==> src/rtl/exec_seq_pkg.sv <==
// Shared types and constants for the execute-phase sequencer.
// Optional halt support is enabled by defining EXEC_SEQ_HALT_EN.
package exec_seq_pkg;

  localparam int DEF_MAX_EXEC = 4;
  localparam int DEF_CNT_W    = 16;
  localparam int PH_FETCH     = 0;

  typedef enum logic [1:0] {
    S_FETCH = 2'd0,
    S_EXEC  = 2'd1,
    S_HALT  = 2'd2
  } state_e;

  // Width of NCYCLES / PHASE: must hold 0..max_exec.
  function automatic int calc_cw(input int max_exec);
    return $clog2(max_exec + 1);
  endfunction

endpackage

==> src/rtl/exec_sequencer_retire_counter.sv <==
// Retired-instruction counter: wraps naturally at 2^CNT_W.
module retire_counter
  import exec_seq_pkg::*;
#(
  parameter int CNT_W = DEF_CNT_W
) (
  input  logic             clk,
  input  logic             reset,
  input  logic             en,
  output logic [CNT_W-1:0] count
);

  logic [CNT_W-1:0] count_q, count_d;

  // NOTE: every signal written here gets a default first, so no latch is inferred.
  always_comb begin
    count_d = count_q;
    if (en) count_d = count_q + 1'b1;
  end

  // NOTE: non-blocking assignment so all flops see pre-edge values.
  always_ff @(posedge clk) begin
    if (reset) count_q <= '0;
    else       count_q <= count_d;
  end

  assign count = count_q;

endmodule

==> src/rtl/exec_sequencer.sv <==
// FETCH followed by 1..MAX_EXEC execute cycles, with stall hold and retire count.
// Define EXEC_SEQ_HALT_EN to add the HALT input and HALTED output.
module exec_sequencer
  import exec_seq_pkg::*;
#(
  parameter int  MAX_EXEC = DEF_MAX_EXEC,
  parameter int  CNT_W    = DEF_CNT_W,
  localparam int CW       = calc_cw(MAX_EXEC)
) (
  input  logic                clk,
  input  logic                reset,
  input  logic [CW-1:0]       NCYCLES,
  input  logic                STALL,
  output logic                FETCH,
  output logic [MAX_EXEC-1:0] EXEC,
  output logic [CW-1:0]       PHASE,
  output logic                LAST,
  output logic                INSTR_DONE,
  output logic [CNT_W-1:0]    INSTR_COUNT
`ifdef EXEC_SEQ_HALT_EN
  ,
  input  logic                HALT,
  output logic                HALTED
`endif
);

  localparam logic [CW-1:0] IDX_ONE = CW'(1);
  localparam logic [CW-1:0] IDX_MAX = CW'(MAX_EXEC);

  state_e        state_q, state_d;
  logic [CW-1:0] idx_q, idx_d;
  logic [CW-1:0] limit_q, limit_d;
  logic [CW-1:0] ncyc_clamped;
  logic          exec_valid;
  logic          halt_req;

`ifdef EXEC_SEQ_HALT_EN
  assign halt_req = HALT;
  assign HALTED   = (state_q == S_HALT);
`else
  assign halt_req = 1'b0;
`endif

  always_comb begin
    ncyc_clamped = NCYCLES;
    if (NCYCLES == '0)          ncyc_clamped = IDX_ONE;
    else if (NCYCLES > IDX_MAX) ncyc_clamped = IDX_MAX;
  end

  // A corrupted index counts as an unreachable state and falls back to FETCH.
  assign exec_valid = (state_q == S_EXEC) && (idx_q != '0) && (idx_q <= IDX_MAX);

  always_comb begin
    FETCH = (state_q == S_FETCH);
    PHASE = exec_valid ? idx_q : CW'(PH_FETCH);
    EXEC  = '0;
    for (int k = 1; k <= MAX_EXEC; k++) EXEC[k-1] = exec_valid && (idx_q == CW'(k));
    LAST = 1'b0;
    if (exec_valid) begin
      // EXEC1 has no stored limit yet; the decoder count is live here.
      if (idx_q == IDX_ONE) LAST = (ncyc_clamped == IDX_ONE);
      else                  LAST = (idx_q >= limit_q) || (idx_q == IDX_MAX);
    end
  end

  assign INSTR_DONE = LAST & ~STALL & ~reset;

  always_comb begin
    state_d = state_q;
    idx_d   = idx_q;
    limit_d = limit_q;
    case (state_q)
      S_FETCH: begin
        if (!STALL) begin
          state_d = S_EXEC;
          idx_d   = IDX_ONE;
        end
      end
      S_EXEC: begin
        if (!exec_valid) begin
          state_d = S_FETCH;
          idx_d   = '0;
        end else if (!STALL) begin
          if (LAST) begin
            state_d = halt_req ? S_HALT : S_FETCH;
            idx_d   = '0;
          end else begin
            idx_d = idx_q + IDX_ONE;
            if (idx_q == IDX_ONE) limit_d = ncyc_clamped;
          end
        end
      end
      S_HALT: begin
        if (!halt_req) state_d = S_FETCH;
      end
      default: begin
        state_d = S_FETCH;
        idx_d   = '0;
      end
    endcase
  end

  always_ff @(posedge clk) begin
    if (reset) begin
      state_q <= S_FETCH;
      idx_q   <= '0;
      limit_q <= IDX_ONE;
    end else begin
      state_q <= state_d;
      idx_q   <= idx_d;
      limit_q <= limit_d;
    end
  end

  retire_counter #(.CNT_W(CNT_W)) u_retire (
    .clk  (clk),
    .reset(reset),
    .en   (INSTR_DONE),
    .count(INSTR_COUNT)
  );

endmodule

==> config.mk <==
export PLATFORM = sky130hd
export DESIGN_NAME = exec_sequencer
export DESIGN_NICKNAME = d
export VERILOG_FILES = /design/src/rtl/exec_seq_pkg.sv /design/src/rtl/exec_sequencer_retire_counter.sv /design/src/rtl/exec_sequencer.sv
export SDC_FILE = /design/constraint.sdc
export NUM_CORES = 1
export LEC_CHECK = 0
export CORE_UTILIZATION = 49
export DETAILED_ROUTE_END_ITERATION = 8
export GPL_ROUTABILITY_DRIVEN = 0
export PLACE_DENSITY = 0.81
export SYNTH_ARGS = -nofsm -noshare
export SYNTH_HDL_FRONTEND = slang
export SYNTH_SLANG_ARGS = --single-unit
==> constraint.sdc <==
create_clock -name clk -period 2.7 [get_ports clk]
set_input_delay 0.27 -clock clk [delete_from_list [all_inputs] [get_ports clk]]
set_output_delay 0.27 -clock clk [all_outputs]
set_load 0.01 [all_outputs]
Yosys cells after proc, flatten, opt, wreduce, memory -nomap -nowiden
Index checks and enable logic that the tools add are counted.
{ "word_totals": {"reg_bits": 24, "latchBits": 0, "ramBits": 0, "romBits": 0, "input_bits": 6, "out_inout_bits": 26, "word_cells": 53, "mem_count": 0} }
{ "classes": {"n_addsub": 2, "n_mul": 0, "div_mod_pow": 0, "n_lt_le_gt_ge": 3, "eq_ne": 10, "n_shift": 0, "mux": 15, "bitwise": 6, "n_reduce_logical": 13} }
{ "op_table": {"columns": ["cell", "count"], "rows": [
  ["$mux 3", 7],
  ["$add 16x1->16 const B", 1],
  ["$pmux 3 s3", 1],
  ["$mux 2", 4],
  ["$eq 3x1->1 const B", 2],
  ["$eq 3x2->1 const B", 2],
  ["$logic_and 1x1->1", 6],
  ["$ne 3x3->1 const B", 2],
  ["$reduce_and 3->1", 2],
  ["$reduce_and 5->1", 1],
  ["$not 1->1", 4],
  ["$pmux 2 s2", 1],
  ["$add 3x1->3 const B", 1],
  ["$eq 3x3->1 const B", 1],
  ["$ge 3x3->1", 1],
  ["$gt 3x3->1 const B", 1],
  ["$le 3x3->1 const B", 1],
  ["$logic_not 3->1", 1],
  ["$reduce_bool 3->1", 1],
  ["$and 1x1->1", 2],
  ["$eq 2x1->1 const B", 1],
  ["$eq 2x2->1 const B", 1],
  ["$logic_not 2->1", 1],
  ["$mux 1", 2],
  ["2 further kinds", 2]
]} }

Longest topological paths before layout
Gate-level depths: netlist (run 1).
{ "logic_depth": {"depth_word": 10, "ltp_mapped": 8, "mapped_depth_nobuf": 7} }

Cells and area by module
Synthesis (run 1) repeated with hierarchy kept, for this count alone.
{ "hier_totals": {"cells_unflattened": 149, "area_unflattened_um2": 1336.3} }
{ "modules_own_cells": {"columns": ["module", "instances", "cells_per_inst", "area_each_um2", "seq_area_each_um2"], "rows": [
  ["retire_counter", 1, 83, 757.0, 320.3],
  ["exec_sequencer", 1, 66, 579.3, 140.1]
]} }

Least setup slack after synthesis (run 1)
No wires, ideal clock.
{ "synth_path": {"kind": "register to register", "startpoint": "register idx_q[0]", "endpoint": "register u_retire.count_q[0], in the netlist u_retire.count[0]", "setup_time_ns": 0.128, "t_arrival_ns": 2.078, "t_required_ns": 2.572, "slack_ns": 0.495, "path_stages_with_launch": 9, "n_path_buf": 1, "period_less_slack_ns": 2.205, "path_cell_list": "dfxtp_1 inv_1 ha_1 or3b_2 a211oi_2 buf_2 nor2_1 xnor2_1 nor2_1"} }
{ "synth_via": {"elab_chain_cells": 6, "elab_cells_between_ends": 12, "classes_between": "order compare: 2; eq/ne: 2; mux: 2; bitwise: 2; reduce/logical: 4"} }
{ "synth_lines": {"columns": ["item", "line", "rtl"], "rows": [
  ["start, declared", "exec_sequencer.sv:31", "logic [CW-1:0] idx_q, idx_d;"],
  ["start signal, assigned", "exec_sequencer.sv:110", "idx_q <= idx_d;"],
  ["$ge 3x3->1, or another cell as far along", "exec_sequencer.sv:62", "else LAST = (idx_q >= limit_q) || (idx_q == IDX_MAX);"],
  ["$logic_or 1x1->1 / $logic_and 1x1->1 (equally long branches)", "exec_sequencer.sv:62, exec_sequencer.sv:51", null],
  ["$mux 1 / $logic_and 1x1->1 (equally long branches)", "exec_sequencer.sv:61, exec_sequencer.sv:51", null],
  ["$mux 1 *", "exec_sequencer.sv:59", "if (exec_valid) begin"],
  ["$and 1x1->1 * (2 in a row)", "exec_sequencer.sv:66", "assign INSTR_DONE = LAST & ~STALL & ~reset;"],
  ["via INSTR_DONE", "exec_sequencer.sv:18", "output logic INSTR_DONE,"],
  ["end signal, assigned", "exec_sequencer_retire_counter.sv:24", "else count_q <= count_d;"],
  ["end, declared", "exec_sequencer_retire_counter.sv:13", "logic [CNT_W-1:0] count_q, count_d;"]
]} }
The timed path passes the listed nets; every way through them passes the cells marked *.
A chain may end at the register's enable or synchronous reset.

Final worst setup path (run 1)
{ "layout_path": {"startpoint": "register idx_q[0]", "endpoint": "output port LAST"} }
{ "layout_via": {"elab_chain_cells": 4, "elab_cells_between_ends": 10, "classes_between": "order compare: 2; eq/ne: 2; mux: 2; reduce/logical: 4"} }
{ "layout_lines": {"columns": ["item", "line", "rtl"], "rows": [
  ["$ge 3x3->1, or another cell as far along", "exec_sequencer.sv:62", null],
  ["$logic_or 1x1->1 / $logic_and 1x1->1 (equally long branches)", "exec_sequencer.sv:62, exec_sequencer.sv:51", null],
  ["$mux 1 / $logic_and 1x1->1 (equally long branches)", "exec_sequencer.sv:61, exec_sequencer.sv:51", null],
  ["$mux 1 *", "exec_sequencer.sv:59", null],
  ["end, declared", "exec_sequencer.sv:17", "output logic LAST,"]
]} }
Mark *: on every way between the ends. The rest lies on a longest branch, timed or not.

==> results of run 1 <==
## through the flow
step | worst slack, ps | power (mW) | hold slack (ps) | cells | cell area (um2)
2_1_floorplan | 495 | 0.409 | 381 | 154 | 1320
3_3_place_gp | 303 | 0.442 | 463 | 214 | 1670
3_5_place_dp | 222 | 0.445 | 465 | 214 | 1670
4_1_cts | 87.3 | 0.617 | 497 | 221 | 1720
5_1_grt | 27.1 | 0.646 | 529 | 221 | 1730
6_report | 122 | 0.616 | 496 | 221 | 1730
## Yosys cell counts (all sizes together)
master / instances
o21ai: 4
o31a: 1
a221oi: 2
and4: 2
a211o: 1
mux2: 1
a22oi: 2
or3: 1
nand3: 6
clkbuf: 3
xnor2: 14
or2: 2
ha: 9
buf: 3
and2: 1
nor4bb: 1
nor4: 8
or3b: 1
nand2: 8
a211oi: 1
nor3: 5
nor2: 21
o211ai: 2
and3: 6
nor2b: 2
o21a: 2
nand4b: 1
nor3b: 3
nor4b: 1
inv: 9
nand2b: 3
a21oi: 3
mux2i: 1
or4: 1
dfxtp: 23
## where the power goes
part / internal (mW) / switching [mW] / leakage [nW]
combinational: 0.0492 / 0.0572 / 0.405
sequential: 0.343 / 0.00385 / 0.187
clock: 0.0578 / 0.106 / 0.0150
total: 0.450 / 0.167 / 0.607
## per-layer routing
metal  vias to the layer above  share of wire  global-route usage
met5                         -              0                   0
met4                         0         0.0076              0.0395
met3                         2          0.057              0.0424
met2                        44           0.48               0.381
met1                       548           0.46               0.301
li1                        612              -                   -
## worst max-delay path, cell delays in order, from the launching register on
cell and delay, ps:
dfxtp_2 360, inv_2 60, ha_1 270, or3b_2 490, a211oi_4 300, or2_1 170, nor2_1 50, dlygate4sd2_1 280
## cells in the final DEF (no fill, tap or decap), types with 3 or more instances in the layout
cell,synthesis,layout
o21ai_0,4,4
nor2_1,21,20
ha_1,9,9
and3_1,6,6
clkdlybuf4s50_1,0,29
clkbuf_4,0,3
nand3_1,6,6
inv_1,9,8
dfxtp_1,23,21
nand2b_1,3,3
nor3_1,5,5
a21oi_1,3,3
buf_4,0,8
nand2_1,7,7
nor4_1,8,8
xnor2_1,13,13
## area by class of cell
cell class | count | area, um2
Multi-Input combinational cell | 116 | 801
Fill cell | 219 | 771
Sequential cell | 23 | 463
Timing Repair Buffer | 39 | 368
Tap cell | 30 | 37.5
Inverter | 9 | 33.8
Clock buffer | 4 | 26.3
## worst min path at each step
stage / start / to / slack [ps] / depth (start not counted)
final: limit_q[0] / limit_q[0] / 500 / 1
after global routing: limit_q[0] / limit_q[0] / 530 / 1
after CTS: limit_q[0] / limit_q[0] / 500 / 1
after detailed placement: limit_q[0] / limit_q[0] / 460 / 1
after global placement: limit_q[0] / limit_q[0] / 460 / 1
after floorplan: NCYCLES[2] / limit_q[1] / 380 / 1
## flip-flops by register name (all words and copies together), names as in the netlist
register        flops
idx_q               3
limit_q             3
u_retire.count     16
state_q             1
## what timing repair did
item	CTS	global route
setup buffers	3	0
pin swaps	3	0
endpoints found under the hold margin	0	0
resized for setup	4	3
endpoints found under the setup margin	2	3
## logic make-up (layout without fill, tap and decap cells)
family,count (synthesis),after routing,synth area share
simple gates,73,73,0.303
flops,23,23,0.350
compound gates,18,18,0.0969
buf+inv,15,52,0.0494
xor+xnor,14,14,0.0989
fa+ha+maj,9,9,0.0856
mux,2,2,0.0162
==> impl_results.rst, run 1 <==
.. list-table::
   :header-rows: 1

   * - Metric
     - Value
   * - End of the worst register-to-register path
     - u_retire.count[15]
   * - Cell area after synthesis
     - 1320 um2
   * - Unrepaired setup endpoints after global routing
     - no
   * - Average wire per standard cell
     - ~14 um
   * - Synthesized netlist cell count
     - 154
   * - Internal reg-to-reg setup slack
     - 420 ps
   * - Area added between synthesis and finish
     - 31.4%
   * - Pin count of the biggest net entering global routing
     - 24
   * - Die Area
     - 2900 um2
   * - Critical path startpoint
     - idx_q[0]
   * - Clock Latency Late Sink
     - 310 ps
   * - Number of hold-slack violations in the final timing report
     - 0
   * - Least-Margin Pin Slew
     - approximately 480 ps
   * - Number of vias per cell
     - 5.46
   * - Endpoint arrival time on the critical path
     - 2310 ps
   * - Run status
     - completed
   * - Antenna-violating nets left
     - 0
   * - Clock tree from TritonCTS
     - built
   * - Fin Clk Skew
     - between 5 and 6 ps
   * - Count of port buffers added during placement
     - 31
   * - Synth Area per Inst
     - ~8.5 um2
   * - Share of the synthesized area in the top cell type
     - 0.350
   * - Top area cells in the synthesized netlist
     - dfxtp_1 (35%), xnor2_1 (8.7%), ha_1 (8.6%), nor2_1 (6.0%), nor4_1 (3.8%)
   * - Final antenna diode count
     - 0
   * - Core Region
     - 2500 um2
   * - Leakage power figure
     - 0.607 nW
   * - Die X
     - 53.8 um
   * - Floorplan row count
     - 18
   * - Total global-route track usage
     - 0.226
   * - Number of warning messages in the yosys log
     - 0
   * - Clock root buffer master
     - clkbuf_4
   * - Total number of nets in the final design
     - 207
   * - Type of element launching the critical path
     - flop
   * - Power Density
     - roughly 360 nW/um2
   * - Maximum buffer depth of the clock tree
     - 2
   * - Count of clock tree sinks
     - 23
   * - Synthesis-stage register bit count
     - 23
   * - Clock transition at path regs
     - 130 ps
   * - Total negative setup slack
     - 0 ps
   * - Minimum period implied by the final worst setup slack
     - 2580 ps
   * - Number of antenna violations at the first check in global routing
     - 0
   * - Syn nets
     - 169
   * - Fraction of final layout cells with drive strength greater than 1
     - 0.115
   * - Max-slew violation count
     - 0
   * - Seq/Total Area, Yosys
     - 0.350
   * - Unique cell type count in the Yosys netlist
     - between 40 and 50
   * - Post-CTS Hold Fix Bufs
     - 0
   * - Peak clock frequency supported by timing
     - 388 MHz
   * - Final period util
     - 0.955
   * - Startpoint of the most critical register-to-register path
     - idx_q[1]
   * - Number of buffers added by the clock tree synthesis step
     - 3
   * - Critical path required time
     - approximately 2400 ps
   * - Num ports
     - 32
   * - Count of routing violations after the opening detailed-route iteration
     - 29
   * - Hold crit path type
     - reg -> reg
   * - Max-cap violations
     - 0
   * - Biggest fanout along the worst timing path
     - 6
   * - Final core utilization
     - 0.692
   * - Cells on worst reg2reg path
     - 8
   * - Post-route DRC violation count
     - 0
   * - Cell taking the most area after synthesis
     - dfxtp_1
   * - Die Y
     - about 54 um
   * - Post-detailed-placement half-perimeter wirelength
     - 2170 um
   * - Number of vias after detailed routing
     - 1206
   * - Overflow after GRT
     - 0
   * - Relative slew slack
     - 0.679
   * - Crit. End Element
     - output port
   * - Pre-Repair DR Iteration Count
     - 4
   * - Via count of the first global-routing pass
     - 1122
   * - Destination of the critical timing path
     - LAST
   * - Total wirelength of the detailed-routed design
     - 3010 um
   * - First-pass GRT wire length
     - 4860 um
   * - Initial standard-cell utilization of the core
     - 0.527
   * - Endpoints failing setup
     - 0
   * - Worst voltage drop across the vdd grid
     - 0.264 mV
   * - H-tree depth
     - 1
   * - Path type of the worst setup path
     - reg -> out
Power figures use the tool's default switching activity.
==> run 2: changes to the inputs <==
--- a/config.mk
+++ b/config.mk
@@ -7,7 +7,6 @@
 export LEC_CHECK = 0
 export CORE_UTILIZATION = 49
 export DETAILED_ROUTE_END_ITERATION = 8
-export GPL_ROUTABILITY_DRIVEN = 0
 export PLACE_DENSITY = 0.81
 export SYNTH_ARGS = -nofsm -noshare
 export SYNTH_HDL_FRONTEND = slang
==> results of run 2 <==
The final DEF is identical to that of run 1; final timing and power are the same.
==> run 3: changes to the inputs <==
==> constraint.sdc (replaced) <==
create_clock -name clk -period 2.9 [get_ports clk]
set_input_delay 0.29 -clock clk [delete_from_list [all_inputs] [get_ports clk]]
set_output_delay 0.29 -clock clk [all_outputs]
set_load 0.01 [all_outputs]
==> impl_results.rst, run 3 (same netlist as run 1, synthesis figures left out) <==
.. list-table::
   :header-rows: 1

   * - Metric
     - Value
   * - Critical path required time
     - 2610 ps (+180 ps)
   * - Maximum buffer depth of the clock tree
     - 2 (unchanged)
   * - H-tree depth
     - 1 (unchanged)
   * - Cell Chain, Critical Path
     - inv_1, ha_1, or3b_2, a211oi_4, or2_4, nor2_1, dlymetal6s2s_1
   * - GR met2 Demand/Resource
     - 0.399 (+0.0185)
   * - RePlAce Congestion
     - 0.789
   * - Number of hold-slack violations in the final timing report
     - 0 (unchanged)
   * - Via count of the first global-routing pass
     - 1145 (+2.0%)
   * - Floorplan row count
     - 18 (unchanged)
   * - Post-route DRC violation count
     - 0 (unchanged)
   * - Clock tree from TritonCTS
     - built
   * - Final antenna diode count
     - 0 (unchanged)
   * - Type of element launching the critical path
     - flop
   * - Clock root buffer master
     - clkbuf_4
   * - Flip-flop count of the largest register after layout
     - 16 (unchanged)
   * - Leakage power figure
     - 0.632 nW (+4.1%)
   * - Hold crit path type
     - reg -> reg
   * - Max-cap violations
     - 0 (unchanged)
   * - Die Y
     - 53.8 um (unchanged)
   * - Peak clock frequency supported by timing
     - 386 MHz
   * - Number of buffers added by the clock tree synthesis step
     - 3 (unchanged)
   * - Total number of nets in the final design
     - 206 (-0.48%)
   * - Global routing met3 resource utilization
     - 0.0282 (-0.0141)
   * - Commonest non-fill, non-tap cells in the layout
     - clkdlybuf4s50_1 (29), dfxtp_1 (22), nor2_1 (21)
   * - Unrepaired setup endpoints after global routing
     - no
   * - Endpoint arrival time on the critical path
     - 2300 ps (about the same)
   * - Die X
     - 53.8 um (unchanged)
   * - Cells on worst reg2reg path
     - 7 (-1)
   * - Number of vias per cell
     - 5.57 (+2.1%)
   * - Total global-route track usage
     - 0.236 (+0.00976)
   * - Minimum period implied by the final worst setup slack
     - 2590 ps
   * - Run status
     - completed
   * - Least-Margin Pin Slew
     - 504 ps (+24.6 ps)
   * - Overflow after GRT
     - 0 (unchanged)
   * - Num ports
     - 32 (unchanged)
   * - Internal reg-to-reg setup slack
     - 570 ps (+150 ps)
   * - Antenna-violating nets left
     - 0 (unchanged)
   * - Gr busiest metal
     - met2
   * - Count of clock tree sinks
     - 23 (unchanged)
   * - Final period util
     - 0.893
   * - Most common cell after layout, fill and taps aside
     - clkdlybuf4s50_1
   * - Crit. End Element
     - output port
   * - Area added between synthesis and finish
     - 32.1%
   * - Die Area
     - 2900 um2 (unchanged)
   * - Relative slew slack
     - 0.663 (-0.0155)
   * - Clock Latency Late Sink
     - 310 ps (about the same)
   * - Critical-path cell with the highest stage delay
     - or3b_2
   * - Post-detailed-placement half-perimeter wirelength
     - 2100 um (-2.9%)
   * - Fin Clk Skew
     - 3.23 ps (-2.54 ps)
   * - Max-slew violation count
     - 0 (unchanged)
   * - Pre-Repair DR Iteration Count
     - 4 (unchanged)
   * - Met1 GRT Util
     - 0.307 (+0.00586)
   * - Total negative setup slack
     - 0 ps (unchanged)
   * - Clock transition at path regs
     - 120 ps (about the same)
   * - First-pass GRT wire length
     - 5020 um (+3.3%)
   * - Number of vias after detailed routing
     - 1226 (+1.7%)
   * - Post-CTS Hold Fix Bufs
     - 0 (unchanged)
   * - Fraction of final layout cells with drive strength greater than 1
     - 0.100 (-0.0152)
   * - Core Region
     - 2500 um2 (unchanged)
   * - Average wire per standard cell
     - 13.7 um (+0.79%)
   * - Power Density
     - 333 nW/um2 (-6.6%)
   * - Count of port buffers added during placement
     - 31 (unchanged)
   * - Initial standard-cell utilization of the core
     - 0.527 (unchanged)
   * - Worst voltage drop across the vdd grid
     - 0.253 mV (-4.2%)
   * - Filler-free cell count of the finished design
     - 220 (-0.45%)
   * - Path type of the worst setup path
     - reg -> out
   * - Hold Crit Depth
     - 1 (unchanged)
   * - Biggest fanout along the worst timing path
     - 6 (unchanged)
   * - Pin count of the biggest net entering global routing
     - 24 (unchanged)
   * - Final Power
     - 0.579 mW (-6.0%)
   * - Delay contributed by the slowest stage of the critical path
     - 500 ps (about the same)
   * - Endpoints failing setup
     - 0 (unchanged)
   * - Total wirelength of the detailed-routed design
     - 3020 um (+0.33%)
   * - Count of routing violations after the opening detailed-route iteration
     - 20 (-31%)
   * - Post-Place Cells
     - 212 (-0.93%)
   * - Number of antenna violations at the first check in global routing
     - 0 (unchanged)
-- run 3: changes by cell type in the layout (fill, tap and decap cells not counted), sizes merged --
| cell | delta |
|---|---|
| buf | -1 |
| dlygate4sd2 | -2 |
| dlymetal6s2s | +2 |
-- run 3: final cells by class --
| cell class | instances | area [um2] |
|---|---|---|
| Multi-Input combinational cell | 116 | 812 |
| Fill cell | 212 | 761 |
| Sequential cell | 23 | 462 |
| Timing Repair Buffer | 38 | 368 |
| Tap cell | 30 | 37.5 |
| Inverter | 9 | 33.8 |
| Clock buffer | 4 | 26.3 |
-- run 3: critical path, delay by kind of cell (launching register included) --
family          cells  cell delay [ps]
compound gates      1              290
fa+ha+maj           1              300
buf+inv             2              280
flops               1              380
simple gates        3              730
-- run 3: final timing paths --
| kind | start | end |
|---|---|---|
| hold reg to reg | u_retire.count[12] | u_retire.count[12] |
| setup reg to reg | idx_q[1] | u_retire.count[15] |
| hold / removal | u_retire.count[12] | u_retire.count[12] |
| setup / recovery | idx_q[0] | LAST |
-- run 3: metal layers --
metal,wire (um),up-vias
met1,1400,577
met5,0,-
met2,1460,37
met4,35,0
met3,132,5
li1,-,607
-- run 3: power by group --
| group | internal, mW | total, mW | switching [mW] |
|---|---|---|---|
| registers | 0.319 | 0.323 | 0.00424 |
| clock network | 0.0538 | 0.150 | 0.0961 |
| logic | 0.0519 | 0.106 | 0.0544 |
-- run 3: stage by stage --
| stage | utilization | worst slack [ps] | cell area (um2) | hold slack, ps |
|---|---|---|---|---|
| CTS | 0.674 | 45.9 | 1690 | 497 |
| global placement | 0.662 | 371 | 1660 | 464 |
| floorplan | - | 691 | 1320 | 401 |
| finish | 0.696 | 311 | 1740 | 492 |
| detailed placement | 0.662 | 272 | 1660 | 468 |
| global route | 0.696 | 178 | 1740 | 522 |
-- run 3: repair_timing --
action	in CTS	in global routing
pin swaps	0	2
buffers inserted	0	4
endpoints found under the hold margin	0	0
endpoints found under the setup margin	1	2
resized for setup	2	4
